File: src/rtl/ram_block_mover.sv
// Word-by-word RAM block copier: read src, write dst, 3 cycles per word.
// Optional fill mode (1 write per word, no reads) built with `define RAM_BLOCK_MOVER_FILL_EN.
module ram_block_mover #(
  parameter int addr_width = 16,
  parameter int data_width = 8
) (
  input  logic                  clk,
  input  logic                  resetb,
  input  logic                  start,
  input  logic [addr_width-1:0] src,
  input  logic [addr_width-1:0] dst,
  input  logic [addr_width-1:0] len,
`ifdef RAM_BLOCK_MOVER_FILL_EN
  input  logic                  fill,
  input  logic [data_width-1:0] fill_val,
`endif
  input  logic                  abort,
  output logic                  busy,
  output logic                  done,
  output logic [addr_width-1:0] ram_addr,
  output logic [data_width-1:0] ram_din,
  output logic                  ram_cs,
  output logic                  ram_oe,
  output logic                  ram_wr,
  input  logic [data_width-1:0] ram_q
);

  localparam logic [2:0] S_IDLE = 3'd0;
  localparam logic [2:0] S_RD   = 3'd1;
  localparam logic [2:0] S_RDW  = 3'd2;
  localparam logic [2:0] S_WR   = 3'd3;
  localparam logic [2:0] S_FIN  = 3'd4;

  localparam logic [addr_width-1:0] LEN_ZERO = '0;
  localparam logic [addr_width-1:0] LEN_ONE  = addr_width'(1);

  logic [2:0]            state_q, state_d;
  logic [addr_width-1:0] src_q, src_d;
  logic [addr_width-1:0] dst_q, dst_d;
  logic [addr_width-1:0] rem_q, rem_d;
  logic [data_width-1:0] data_q, data_d;
  logic                  fill_active;
  logic                  fill_req;
  logic [data_width-1:0] fill_data;

`ifdef RAM_BLOCK_MOVER_FILL_EN
  logic fill_q, fill_d;

  assign fill_active = fill_q;
  assign fill_req    = fill;
  assign fill_data   = fill_val;
`else
  assign fill_active = 1'b0;
  assign fill_req    = 1'b0;
  assign fill_data   = '0;
`endif

  always_comb begin
    state_d = state_q;
    src_d   = src_q;
    dst_d   = dst_q;
    rem_d   = rem_q;
    data_d  = data_q;
`ifdef RAM_BLOCK_MOVER_FILL_EN
    fill_d  = fill_q;
`endif
    case (state_q)
      S_IDLE: begin
        if (start) begin
          src_d = src;
          dst_d = dst;
          rem_d = len;
`ifdef RAM_BLOCK_MOVER_FILL_EN
          fill_d = fill;
`endif
          // In fill mode the data register simply holds the fill value for every write.
          if (fill_req) data_d = fill_data;
          if (len == LEN_ZERO)  state_d = S_FIN;
          else if (fill_req)    state_d = S_WR;
          else                  state_d = S_RD;
        end
      end
      S_RD: begin
        state_d = abort ? S_IDLE : S_RDW;
      end
      S_RDW: begin
        if (abort) begin
          state_d = S_IDLE;
        end else begin
          data_d  = ram_q;
          state_d = S_WR;
        end
      end
      S_WR: begin
        src_d = src_q + LEN_ONE;
        dst_d = dst_q + LEN_ONE;
        rem_d = rem_q - LEN_ONE;
        if (abort)                 state_d = S_IDLE;
        else if (rem_q == LEN_ONE) state_d = S_FIN;
        else if (fill_active)      state_d = S_WR;
        else                       state_d = S_RD;
      end
      S_FIN:   state_d = S_IDLE;
      default: state_d = S_IDLE;
    endcase
  end

  always_ff @(posedge clk or negedge resetb) begin
    if (!resetb) begin
      state_q <= S_IDLE;
      src_q   <= '0;
      dst_q   <= '0;
      rem_q   <= '0;
      data_q  <= '0;
`ifdef RAM_BLOCK_MOVER_FILL_EN
      fill_q  <= 1'b0;
`endif
    end else begin
      state_q <= state_d;
      src_q   <= src_d;
      dst_q   <= dst_d;
      rem_q   <= rem_d;
      data_q  <= data_d;
`ifdef RAM_BLOCK_MOVER_FILL_EN
      fill_q  <= fill_d;
`endif
    end
  end

  // Outputs decode straight from the state register so reset clears them immediately.
  always_comb begin
    busy     = (state_q != S_IDLE);
    done     = (state_q == S_FIN);
    ram_cs   = (state_q == S_RD) || (state_q == S_RDW) || (state_q == S_WR);
    ram_oe   = (state_q == S_RD) || (state_q == S_RDW);
    ram_wr   = (state_q == S_WR);
    ram_addr = '0;
    ram_din  = '0;
    if (state_q == S_WR) begin
      ram_addr = dst_q;
      ram_din  = data_q;
    end else if (ram_oe) begin
      ram_addr = src_q;
    end
  end

endmodule

File: config.mk
export PLATFORM = sky130hd
export DESIGN_NAME = ram_block_mover
export DESIGN_NICKNAME = d
export VERILOG_FILES = /design/src/rtl/ram_block_mover.sv
export SDC_FILE = /design/constraint.sdc
export NUM_CORES = 1
export LEC_CHECK = 0
export CAP_MARGIN = 25
export CORE_UTILIZATION = 50
export CTS_CLUSTER_DIAMETER = 150
export DETAILED_ROUTE_END_ITERATION = 7
export GPL_TIMING_DRIVEN = 1
export PLACE_DENSITY = 0.81
export SLEW_MARGIN = 20
export SYNTH_ARGS = -nofsm -noshare
export SYNTH_HDL_FRONTEND = slang
export SYNTH_SLANG_ARGS = --single-unit
File: constraint.sdc
create_clock -name clk -period 2.7 [get_ports clk]
set_input_delay 0.27 -clock clk [delete_from_list [all_inputs] [get_ports clk]]
set_output_delay 0.27 -clock clk [all_outputs]
set_load 0.01 [all_outputs]
==> flow_metrics.tcl, run 1 <==
set metrics [dict create \
    worst-endpoint-required_ns 2.43 \
    routed_wl_um 10000 \
    die_area_sq_um 7384 \
    drcViolationCount 0 \
    drtIter0Drc 310 \
    swShare_pct 41.73 \
    pwr-share-clk_pct 15.1 \
    post-cts-setup-buffers 0 \
    cts_buffer_depth 2 \
    p_comb_share_pct 48.9 \
    synth-simple-area-share_pct 26.04 \
    die_x_um 85.93 \
    cp_slowest_cell "clkdlybuf4s50_1" \
    num_io_pins 89 \
    yosysWarnings 0 \
    syn_area_per_cell_sq_um 8.827 \
    synth_area_sq_um 3522 \
    maxSlewHeadroom_pct 48.10 \
    synthArstFlopShare_pct 100.0 \
    min_path_type "input pin to asynchronous set/reset pin" \
    skew_ns 0.007134 \
    net-switching-power_mw 2.166 \
    p_leak_nw 1.864 \
    min_period_ns 2.527 \
    status "complete, no violations" \
    synth_top_family_by_area "simple AND/OR/NAND/NOR gates" \
    tightest_slew_ns 0.7726 \
    gp_congestion 0.8759 \
    slew_viol_final 0 \
    setup.worst_path.end_class "primary output" \
    cp_max_fo 21 \
    worstPathCellList "nand3b_1 > inv_1 > buf_4 > nand2_1 > a21oi_1 > clkdlybuf4s50_1" \
    cts_buffers 9 \
    period_share_pct 93.59 \
    fin_cells 584 \
    synth_adder_area_share_pct 1.421 \
    cts-root-buf "clkbuf_8" \
    portBuffers 88 \
    die_h_um 85.93 \
    initial_core_util_pct 51.84 \
    syn-instance-count 399 \
    critPathMaxStageDelay_ns 0.58 \
    synthToLayoutAreaGrowth_pct 33.75 \
    cp.arrival_ns 2.26 \
    vias_per_cell 6.154 \
    setup_violations 0 \
    drive_above_1_share_pct 10.66 \
    synth_compound_area_share_pct 23.23 \
    post-place-ws_ns 0.4417 \
    finalHoldViolCount 0 \
    multi_input_area_sq_um 1901 \
    worstSetupPathType "register to primary output" \
    wl_per_cell_um 17.13 \
    cts_tree "built" \
    ff2ff_setup_slack_ns 0.57 \
    ctsHtreeMaxLevel 3 \
    rsz0062_at_grt "no" \
    grt_pass1_vias 3318 \
    core_sq_um 6794 \
    irDropWorstVdd_uv 527.7 \
    antenna_found_initial 0 \
    place_inst 569 \
    layout_common_cells "87 x clkdlybuf4s50_1, 57 x dfrtp_1, 42 x nor2_1" \
    reg2reg_from "state_q[0]" \
    p_per_area_nw_per_um2 1102 \
    grt_pass1_wl_um 16380 \
    ys_types 57 \
    synth-edff-count 0 \
    r2r-end "src_q[11]" \
    clk_latency_ns 0.35 \
    synth-xor-area-share_pct 0.2487 \
    yosysSeqAreaShare_pct 41.92 \
    synth_mux_area_share_pct 2.842 \
    setup_tns_ns 0 \
    rr_worst_depth 5 \
    synth.ff_latch_count 59 \
    sequentialPowerShare_pct 36.0 \
    start_kind "register" \
    fmax_ghz 0.3958 \
    fill_cells 561 \
    grt_max_degree 45 \
    overflow 0 \
    fin_ws_ns 0.1732 \
    dp_hpwl_um 7209 \
    grtUsageTotal_pct 28.83 \
    cts_sinks 59 \
    num_rows 30 \
    syn_nets 463 \
    regArea_sq_um 1479 \
    dr.pass1.iters 5 \
    nNetsFinal 549 \
    antenna-diode-count 0 \
    p_int_mw 3.024 \
    maxCapViolations 0 \
    final_common_cell "clkdlybuf4s50_1" \
    cts.clk_slew.worst_paths_ns 0.07 \
    synthFlopType "dfrtp_1" \
    via_count 3594 \
    ant_nets 0 \
]
stage by stage:
step / hold slack (ns) / total power, mW / util, % / area (sq um)
finish: 0.4503 / 5.190 / 69.34 / 4711
global route: 0.4981 / 5.534 / 69.34 / 4711
CTS: 0.4653 / 5.181 / 69.30 / 4708
detailed placement: 0.2976 / 4.386 / 66.48 / 4517
global placement: 0.2958 / 4.284 / 66.48 / 4517
floorplan: -0.02559 / 3.283 / - / 3522
worst max-delay path by stage:
stage / from / endpoint / slack, ns / cells past startpoint
finish: state_q[0] / ram_addr[3] / 0.17 / 6
global route: state_q[0] / ram_addr[3] / 0.05 / 6
CTS: state_q[0] / ram_addr[3] / 0.05 / 6
detailed placement: state_q[0] / ram_addr[3] / 0.44 / 6
global placement: state_q[0] / ram_addr[3] / 0.50 / 6
floorplan: state_q[0] / ram_addr[1] / 0.63 / 7
final cells by class:
type / count / area share, %
Sequential cell: 59 / 31.39
Inverter: 11 / 0.8765
Timing Repair Buffer: 101 / 20.98
Tap cell: 96 / 2.550
Clock inverter: 3 / 0.8499
Clock buffer: 11 / 3.001
Multi-Input combinational cell: 303 / 40.35
routing by layer:
metal	up-vias	GRT usage, %	wire length [um]
li1	1686	-	-
met1	1720	39.28	4296
met2	165	45.74	4818
met3	23	5.967	665
met4	0	10.00	221
met5	-	0	0
state kept, by name, summed over array words and instances (netlist names):
register  cells
rem_q        16
src_q        16
data_q        8
state_q       3
dst_q        16
cell usage after synthesis (all sizes together) (2+ instances only):
library cell | count | area share [%]
clkbuf | 18 | 1.9
o21a | 3 | 0.64
a21o | 2 | 0.43
nor2 | 42 | 4.5
dfrtp | 59 | 42
and2 | 9 | 1.6
a22o | 8 | 2.0
nor4 | 9 | 2.0
nand4 | 8 | 1.4
or3 | 6 | 1.1
or2 | 3 | 0.53
mux2 | 8 | 2.6
ha | 4 | 1.4
nor3 | 22 | 3.3
a211o | 4 | 0.99
a31oi | 6 | 1.1
a2bb2oi | 2 | 0.50
o32ai | 3 | 0.75
a22oi | 2 | 0.43
o21ai | 14 | 2.0
a211oi | 14 | 3.0
or4b | 4 | 1.1
nor3b | 3 | 0.64
inv | 11 | 1.2
nor4b | 2 | 0.67
buf | 8 | 1.2
nand3 | 14 | 2.0
o22ai | 4 | 0.71
a221oi | 2 | 0.50
and4 | 2 | 0.50
a221o | 4 | 1.1
o211ai | 5 | 1.1
and3 | 5 | 0.89
a311oi | 9 | 2.2
nand2 | 36 | 3.8
or4 | 6 | 1.5
a21oi | 26 | 3.7
timing repair:
action | 4_1_cts | 5_1_grt
gates resized for setup | 0 | 2
hold endpoints to repair | 24 | 0
endpoints found under the setup margin | 0 | 5
hold buffers | 1 | 0
power groups by stage:
stage               Sequential [mW]  Combinational, mW  Clock (mW)
detailed placement             1.86               2.53           0
CTS                            1.85               2.54       0.796
finish                         1.87               2.54       0.785
global route                   1.94               2.77       0.826
floorplan                      1.64               1.64           0
global placement               1.82               2.46           0
logic make-up after synthesis:
kind of cell               count (synthesis)
and+or+nand+nor                          173
DFF                                       59
AOI/OAI and AO/OA                        116
xor gates and xnor gates                   1
adders and majority gates                  4
buffers and inverters                     37
muxes                                      9
critical path: cells and delay by family, from the launching register on:
kind,cells,cell delay [ns]
AO/OA/AOI/OAI,1,0.20
buffers and inverters,3,0.95
flip-flops,1,0.47
AND/OR/NAND/NOR,2,0.29
Power figures use the tool's default switching activity.
==> run 2: changes to the inputs <==
- CORE_UTILIZATION: 50 -> 60
- DONT_BUFFER_PORTS: default -> 1
- PLACE_DENSITY: 0.81 -> 0.76
==> flow_metrics.tcl, run 2 (synthesized netlist as in run 1, its figures left out) <==
set metrics [dict create \
    grt_max_degree 60 \
    worstHoldPathCells 1 \
    setup_violations 0 \
    top_regs "dst_q (16), rem_q (16), src_q (16)" \
    die_h_um 78.62 \
    initial_core_util_pct 63.19 \
    grt_pass1_vias 2961 \
    cts.clk_slew.worst_paths_ns 0.07 \
    die_area_sq_um 6180 \
    stdcell_area_sq_um 3850 \
    skew_ns 0.007034 \
    layout_common_cells "59 x dfrtp_1, 42 x nor2_1, 36 x nand2_1" \
    maxSlewHeadroom_pct 49.89 \
    cts-root-buf "clkbuf_8" \
    ant_nets 0 \
    num_io_pins 89 \
    ff2ff_setup_slack_ns 0.56 \
    gp_congestion 0.9098 \
    met3WireLength_um 858 \
    worst-endpoint-required_ns 2.43 \
    rsz0062_at_grt "no" \
    finalHoldViolCount 0 \
    cts_sinks 59 \
    maxCapViolations 0 \
    overflow 0 \
    min_path_type "input pin to register" \
    final_common_cell "dfrtp_1" \
    irDropWorstVdd_uv 714.6 \
    fmax_ghz 0.4111 \
    post-cts-setup-buffers 0 \
    dpl-instance-area_sq_um 3623 \
    tightest_slew_ns 0.7489 \
    cts_buffer_depth 2 \
    cts_buffers 9 \
    core_sq_um 5574 \
    slew_viol_final 0 \
    status "complete, no violations" \
    m1WireLength_um 4099 \
    cp_max_fo 37 \
    start_kind "register" \
    dr.pass1.iters 5 \
    drive_above_1_share_pct 12.66 \
    min_period_ns 2.433 \
    cp.arrival_ns 2.16 \
    wl_per_cell_um 19.52 \
    worstSetupPathType "register to primary output" \
    setup.worst_path.end_class "primary output" \
    drcViolationCount 0 \
    period_share_pct 90.10 \
    die_x_um 78.62 \
    fill_cells 456 \
    antenna_found_initial 0 \
    drtIter0Drc 311 \
    portBuffers 0 \
    ctsHtreeMaxLevel 3 \
    dp_hpwl_um 6156 \
    nNetsFinal 463 \
    grtUsageTotal_pct 31.98 \
    clk_latency_ns 0.34 \
    grt_pass1_wl_um 15040 \
    cts_tree "built" \
    synthToLayoutAreaGrowth_pct 9.307 \
    p_leak_nw 1.554 \
    routed-wl-met2_um 4131 \
    p_per_area_nw_per_um2 1209 \
    rr_worst_depth 5 \
    highest_layer "met4" \
    vias_per_cell 6.912 \
    setup_tns_ns 0 \
    routed_wl_um 9273 \
    antenna-diode-count 0 \
    num_rows 27 \
    via_count 3283 \
]
run 2: changes by cell type in the layout (fill, tap and decap cells not counted), moves of 2 or more:
cell	previous run	this run
clkdlybuf4s50_1	87	0
dfrtp_2	2	0
dfrtp_1	57	59
clkbuf_8	10	12
run 2: area by class of cell:
cell class              count  area [sq um]  share of cell area, %
inverters                  11         41.29                  1.072
flip-flops and latches     59          1476                  38.35
multi-input cells         303          1901                  49.37
clock inverters             2         10.01                 0.2600
repair buffers             15         162.7                  4.225
well taps                  72         90.09                  2.340
clock buffers              13         168.9                  4.387
run 2: what timing repair did:
action	in CTS	in global routing
hold buffers	3	0
gates resized for setup	0	0
hold endpoints to repair	60	0
run 2: critical path, stage by stage, from the launching register on:
cell,delay [ns]
dfrtp_1,0.51
nand3b_1,0.28
inv_1,0.34
buf_12,0.25
nand2_1,0.09
a21oi_1,0.18
buf_4,0.15
run 2: layer usage:
metal	track usage (%)	vias up
met3	6.047	15
li1	-	1522
met2	46.61	183
met5	0	-
met4	13.15	0
met1	46.51	1563
run 2: final timing paths:
path,startpoint,endpoint
worst min-delay path,src[11],src_q[11]
worst min register to register,data_q[2],data_q[2]
max in group asynchronous,resetb,rem_q[4]
worst max register to register,state_q[2],dst_q[6]
worst max-delay path,state_q[2],ram_addr[3]
min in group asynchronous,resetb,dst_q[3]
run 2: power breakdown:
part / switching [mW] / internal (mW) / total, mW / leakage, nW
clock: 0.339 / 0.400 / 0.739 / 0.0953
sequential: 0.543 / 1.32 / 1.86 / 0.681
combinational: 1.21 / 0.847 / 2.06 / 0.778
run 2: per-stage QoR:
stage / instances / total power [mW] / setup slack [ns] / util (%) / hold slack, ns
after global placement: 457 / 3.773 / 0.6751 / 65.01 / -0.02435
after global routing: 475 / 4.996 / 0.1534 / 69.07 / 0.04370
final: 475 / 4.656 / 0.2672 / 69.07 / 0.05425
after CTS: 475 / 4.628 / 0.3119 / 69.07 / 0.04228
after floorplan: 399 / 3.283 / 0.6273 / - / -0.02559
after detailed placement: 457 / 3.853 / 0.5593 / 65.01 / -0.02438
==> run 3: changes to the inputs <==
- CAP_MARGIN: 25 -> 20
==> results of run 3 <==
Same layout as run 2: the final DEF is identical, and so are final timing and power.
